File: src/rtl/regfile_sb.sv
// Register file with combinational read ports, pending-producer scoreboard and a sequential soft-clear engine.
// Optional write-to-read forwarding is enabled by defining REGFILE_BYPASS_EN.
module regfile_sb #(
    parameter int DATA_W   = 32,
    parameter int ADDR_W   = 5,
    parameter int NREAD    = 2,
    parameter int ZERO_REG = 1
) (
    input  logic                      clk,
    input  logic                      rst,
    input  logic                      issue_vld,
    input  logic [ADDR_W-1:0]         issue_addr,
    input  logic                      wb_vld,
    input  logic [ADDR_W-1:0]         wb_addr,
    input  logic [DATA_W-1:0]         wb_data,
    input  logic [NREAD*ADDR_W-1:0]   raddr,
    output logic [NREAD*DATA_W-1:0]   rdata,
    output logic [NREAD-1:0]          rbusy,
    input  logic                      clr_start,
    output logic                      clr_busy
);

    localparam int DEPTH = 1 << ADDR_W;

    typedef enum logic {IDLE, CLEAR} state_t;

    state_t              state_q, state_d;
    logic [ADDR_W-1:0]   cnt_q, cnt_d;
    logic [DATA_W-1:0]   mem_q [DEPTH];
    logic [DATA_W-1:0]   mem_d [DEPTH];
    logic [DEPTH-1:0]    pend_q, pend_d;
    logic                wb_en, iss_en;

    assign wb_en    = wb_vld && !((ZERO_REG != 0) && (wb_addr == '0));
    assign iss_en   = issue_vld && !((ZERO_REG != 0) && (issue_addr == '0));
    assign clr_busy = (state_q == CLEAR);

    always_comb begin
        state_d = state_q;
        cnt_d   = cnt_q;
        mem_d   = mem_q;
        pend_d  = pend_q;
        case (state_q)
            IDLE: begin
                if (wb_en)
                    mem_d[wb_addr] = wb_data;
                // Clear request wipes the scoreboard; an issue in the same cycle is lost.
                if (clr_start) begin
                    state_d = CLEAR;
                    cnt_d   = '0;
                    pend_d  = '0;
                end else begin
                    if (wb_vld)
                        pend_d[wb_addr] = 1'b0;
                    if (iss_en)
                        pend_d[issue_addr] = 1'b1;
                end
            end
            CLEAR: begin
                mem_d[cnt_q] = '0;
                cnt_d        = cnt_q + ADDR_W'(1);
                if (cnt_q == ADDR_W'(DEPTH - 1))
                    state_d = IDLE;
            end
            default: state_d = IDLE;
        endcase
    end

    always_ff @(posedge clk or posedge rst) begin
        if (rst) begin
            state_q <= IDLE;
            cnt_q   <= '0;
            pend_q  <= '0;
            for (int i = 0; i < DEPTH; i++)
                mem_q[i] <= '0;
        end else begin
            state_q <= state_d;
            cnt_q   <= cnt_d;
            pend_q  <= pend_d;
            mem_q   <= mem_d;
        end
    end

    for (genvar g = 0; g < NREAD; g++) begin : g_rd
        logic [ADDR_W-1:0] ra;
        logic              zero, hit;
        logic [DATA_W-1:0] rd;
        logic              bsy;

        assign ra   = raddr[g*ADDR_W +: ADDR_W];
        assign zero = (ZERO_REG != 0) && (ra == '0);
        assign hit  = (state_q == IDLE) && wb_vld && (wb_addr == ra) && !zero;

        always_comb begin
            rd  = zero ? '0 : mem_q[ra];
            bsy = zero ? 1'b0 : pend_q[ra];
            if (state_q == CLEAR) begin
                bsy = 1'b1;
            end
`ifdef REGFILE_BYPASS_EN
            else if (hit) begin
                rd  = wb_data;
                bsy = 1'b0;
            end
`else
            // Without forwarding the consumer waits one cycle for the write to land.
            else if (hit) begin
                bsy = 1'b1;
            end
`endif
        end

        assign rdata[g*DATA_W +: DATA_W] = rd;
        assign rbusy[g]                  = bsy;
    end

endmodule
File: config.mk
export PLATFORM = sky130hd
export DESIGN_NAME = regfile_sb
export DESIGN_NICKNAME = d
export VERILOG_FILES = /design/src/rtl/regfile_sb.sv
export SDC_FILE = /design/constraint.sdc
export NUM_CORES = 2
export LEC_CHECK = 0
export ABC_CLOCK_PERIOD_IN_PS = 41000
export BUFFER_PORTS_ARGS = -buffer_cell sky130_fd_sc_hd__buf_2
export CAP_MARGIN = 20
export CORE_MARGIN = 2
export CORE_UTILIZATION = 34
export DETAILED_ROUTE_END_ITERATION = 16
export GPL_ROUTABILITY_DRIVEN = 0
export PLACE_DENSITY = 0.56
export SYNTH_ARGS = -nofsm -noshare
export SYNTH_HDL_FRONTEND = slang
export SYNTH_SLANG_ARGS = --single-unit
File: constraint.sdc
create_clock -name clk -period 41 [get_ports clk]
set_clock_uncertainty 0.05 [all_clocks]
set_input_delay 8.2 -clock clk [delete_from_list [all_inputs] [get_ports clk]]
set_output_delay 8.2 -clock clk [all_outputs]
set_load 0.01 [all_outputs]
# Yosys cells after proc, flatten, opt, wreduce, memory -nomap -nowiden
# Cells that the tools add are included.
[word_totals]
register_bits = 1062
output_inout_bits = 67
word_cells = 121
[op_classes]
add_sub_neg = 1
n_lt_le_gt_ge = 12
eq_ne = 5
mux = 39
n_bitwise = 10
reduce_logical = 19
[op_table]
columns = ["operator", "count"]
rows = [
  ["$pmux 1024 s2", 1],
  ["$and 1024x1024->1024", 1],
  ["$bwmux 1024", 1],
  ["$mux 1024", 1],
  ["$not 1024->1024", 1],
  ["$mux 32", 13],
  ["$bmux 32 s5", 2],
  ["$demux 32 s5", 2],
  ["$and 32x32->32", 1],
  ["$not 32->32", 1],
  ["$or 32x32->32", 1],
  ["$ge 6x6->1 const B", 4],
  ["$lt 5x6->1 const B", 4],
  ["$not 5->6", 4],
  ["$logic_not 5->1", 4],
  ["$lt 6x1->1 const B", 2],
  ["$mux 1", 12],
  ["$logic_and 1x1->1", 11],
  ["$bmux 1 s5", 2],
  ["$demux 1 s5", 2],
  ["$eq 5x5->1", 2],
  ["$ge 5x1->1 const B", 2],
  ["$pmux 5 s2", 1],
  ["$add 5x1->5 const B", 1],
  ["6 further kinds", 10],
]

# Logic depth before layout (Yosys ltp)
[depth]
depth_word = 12
depth_mapped = 10

# Worst setup path after synthesis
# Ideal clock, no wire load.
[synth_timing]
kind = "input-to-output"
start = "in raddr[1]"
end = "out rdata[0]"
t_arrival_ns = 10.118
required_ns = 32.750
setup_slack_ns = 22.632
cell_stages = 6
path_buffers = 3
path_cell_list = "buf_2 > buf_1 > buf_1 > mux4_2 > mux4_2 > mux2_2"
[synth_between]
elab_chain_len = 5
word_cells_on_any_way = 6
classes_between = "4 x mux; 1 x bitwise; 1 x reduce/logical"
[synth_lines]
columns = ["element", "line", "rtl"]
rows = [
  ["from (decl)", "16", "input logic [NREAD*ADDR_W-1:0] raddr,"],
  ["$not 5->6 (not written as such)", "95", "rd = zero ? '0 : mem_q[ra];"],
  ["$bmux 32 s5", "95", ""],
  ["$mux 32 (not written as such) (2 in a row)", "95", ""],
  ["$mux 32 *", "95", ""],
  ["to (decl)", "17", "output logic [NREAD*DATA_W-1:0] rdata,"],
]
# Every way passes the cells marked *; elsewhere a longest branch is shown, timed or not. The select of a mux whose other input is x is not followed.

# Final worst setup path
[layout_timing]
start = "in raddr[5]"
end = "out rdata[50]"
# Same word-level chain as after synthesis.

==> results.md <==
- Outcome: finished, final reports clean
- Post-Place Setup Slack: 19.84 ns
- Die width: 405 um
- Leak: 26.5 nW
- Final WL: 210 mm
- Area Overhead vs Synth: 12.3%
- Post-route minimum period: 21.01 ns
- Cts hold-fix bufs: 0
- CTS-repair resized insts: 0
- Maximum vdd drop: 0.0000307 V
- Worst setup path class: input pin to output pin
- Number of buffers created by CTS: 111
- Hold Crit Start: mem_q[1022]$_DFFE_PP0P_
- DR WL/cell: 36.0 um
- Clock transition at the registers of the reported paths: 0.06 ns
- Worst setup EP type: output pin
- Die Y: 405 um
- 1st-pass router iterations: 5
- Most used flip-flop cell after synthesis: dfrtp_1
- Power, Total: 0.00308 W
- Slew @ Worst Pin: 1.32 ns
- Clk_lat worst skew: 0.73 ns
- CTS tree: done
- Pwr Density: 50.3 nW/um2
- Largest net degree at the start of global routing: 122
- Layout filler cell count: 14.9k
- Clock sinks: 1,061
- #FFs+latches synth: 1,061
- Core area: 160,000 um2
- Post-route ant nets: 0
- Sequential share of the synthesized area: 0.486
- Post-synth EDFFs: 0
- Starting density of the core: 0.341
- Critical Path RT: 32.75 ns
- Startpoint types: input pin
- Reg-to-reg setup timing slack: 36.45 ns
- Ys async rst share: 1.00
- Worst-case reg-to-reg path depth: 8
- Share of cells above drive strength 1: 0.297
- PortBufs: 123
- Placed cell count: 5,614
- First-pass GRT wire length: 303 mm
- Core Rows: 147
- Vias per inst: 6.80
- RSZ-0062 raised after global routing: no
- Fmax: 47.6 MHz
- Worst Hold Class: flop to flop
- RR Endpoint: mem_q[328]$_DFFE_PP0P_
- Synth Instances: 3,786
- Drc violations: 0
- H-tree depth: 3
- Most frequent cells in the layout: 1,061 x dfrtp_1, 992 x a22o_1, 575 x mux4_2
- Hold path depth: 1
- Post-layout util: 0.383
- Fin. Hold Viols: 0
- CTS max path bufs: 3
- Nets: 3,706
- Syn_nets: 3,848
- DR vias: 39.6k
- Initial antenna violation count: 17
- Max-slew headroom: 0.123
- Slew Viols, Final: 0
- DRT iter0 DRCs: 5,114
- I/O pin count: 124
- Dpl hpwl: 115 mm
- Fin crit share: 0.512
- CP max FO: 48
- Reg2reg start: clr_busy$_DFF_PP0_
- Critical Path Source: raddr[5]
- Tot GR Track Use: 0.255
- Syn. warnings: 0
- Number of max-cap violations: 0
- Setup TNS Final: 0 ns
- Area of the multi-input gates: 26,400 um2
- Most common cell after layout, fill and taps aside: dfrtp_1
- Overflow after GRT: 0
- CTS root buf: clkbuf_16
- Min-Delay Endpoint: mem_q[1022]$_DFFE_PP0P_
- FF+latch area: 26,600 um2
- WP data arrival: 12.76 ns
- Final setup viols: 0
- Distinct cells, synth: 57
- Worst setup margin: 19.99 ns
- Mapped Area: 54,600 um2
- Die ar.: 164,000 um2
- Fin cells: 5,828
- Setup bufs post-CTS: 0
- Syn Area/Cell: 14.4 um2
- Vias in the first global route: 39.4k
metrics by stage:
stage | instance area, um2 | hold slack (ns)
after CTS | 61200 | 0.450
after global placement | 57300 | 0.428
after detailed placement | 57300 | 0.439
after global routing | 61300 | 0.464
after floorplan | 54600 | 0.410
final | 61300 | 0.444
per-layer routing:
layer / vias up / track usage / share of wire
li1: 15200 / - / -
met5: - / 0 / 0.00048
met2: 2538 / 0.378 / 0.45
met4: 18 / 0.100 / 0.043
met1: 21400 / 0.358 / 0.40
met3: 508 / 0.0656 / 0.11
area by class of cell:
type	count	area share
repair buffers	240	0.0261
diodes	4	0.000163
clock buffers	170	0.0558
flip-flops and latches	1061	0.433
inverters	51	0.00324
clock inverters	37	0.00845
well taps	2086	0.0426
multi-input cells	2179	0.431
power breakdown:
| part | switching (W) | total, W | internal [W] | leakage [nW] |
|---|---|---|---|---|
| Sequential | 0.000129 | 0.00132 | 0.00120 | 14.7 |
| Clock | 0.000452 | 0.00110 | 0.000648 | 1.94 |
| Combinational | 0.000360 | 0.000660 | 0.000300 | 9.82 |
registers in the layout, summed over array words and instances, names as in the netlist:
signal and count:
mem_q 1024, pend_q 31, cnt_q 5, clr_busy 1
how the worst max path moves through the flow:
stage,end,cells past startpoint
finish,rdata[50],9
detailed placement,rdata[50],9
floorplan,clr_busy$_DFF_PP0_,1
global route,rdata[50],9
CTS,rdata[50],9
global placement,rdata[50],9
cell usage after synthesis (all sizes together) (3+ instances only):
cell | number | area (um2)
o221ai | 32 | 280
clkbuf | 359 | 1350
o21ai | 77 | 385
a21oi | 77 | 389
nand4 | 3 | 18.8
mux4 | 575 | 12900
nor2 | 51 | 229
nand2 | 48 | 180
a221oi | 44 | 385
nor3 | 5 | 25.0
nand3 | 21 | 105
a31oi | 8 | 50.1
a22o | 992 | 8690
nor3b | 5 | 37.5
or4 | 3 | 22.5
xnor2 | 4 | 35.0
and2 | 8 | 50.1
inv | 50 | 188
o31ai | 4 | 30.0
nor2b | 49 | 307
nand3b | 6 | 45.0
or3b | 3 | 26.3
a211oi | 15 | 113
xor2 | 8 | 70.1
ha | 5 | 62.6
mux2 | 33 | 372
or3 | 4 | 25.0
nand4b | 3 | 26.3
and3 | 7 | 43.8
a41oi | 4 | 42.6
dfrtp | 1061 | 26600
mux2i | 61 | 611
or2 | 3 | 21.3
and3b | 5 | 43.8
buf | 136 | 704
kinds of logic (layout without fill, tap and decap cells):
family | after synthesis | after routing | synth area share
AO/OA/AOI/OAI | 1263 | 1263 | 0.191
flip-flops | 1061 | 1061 | 0.486
multiplexers | 669 | 669 | 0.255
buffers and inverters | 546 | 498 | 0.0411
AND/OR/NAND/NOR | 230 | 230 | 0.0229
XOR/XNOR | 12 | 12 | 0.00193
adder cells (fa/ha/maj) | 5 | 5 | 0.00115
other | 0 | 4 | 0
critical path: stages:
cell	delay [ns]
buf_8	0.32
buf_4	0.65
buf_4	0.76
buf_4	0.90
mux4_2	0.39
mux4_2	0.30
inv_1	0.07
a221oi_1	0.73
buf_2	0.27
No activity file was read; power rests on OpenSTA's default activity.
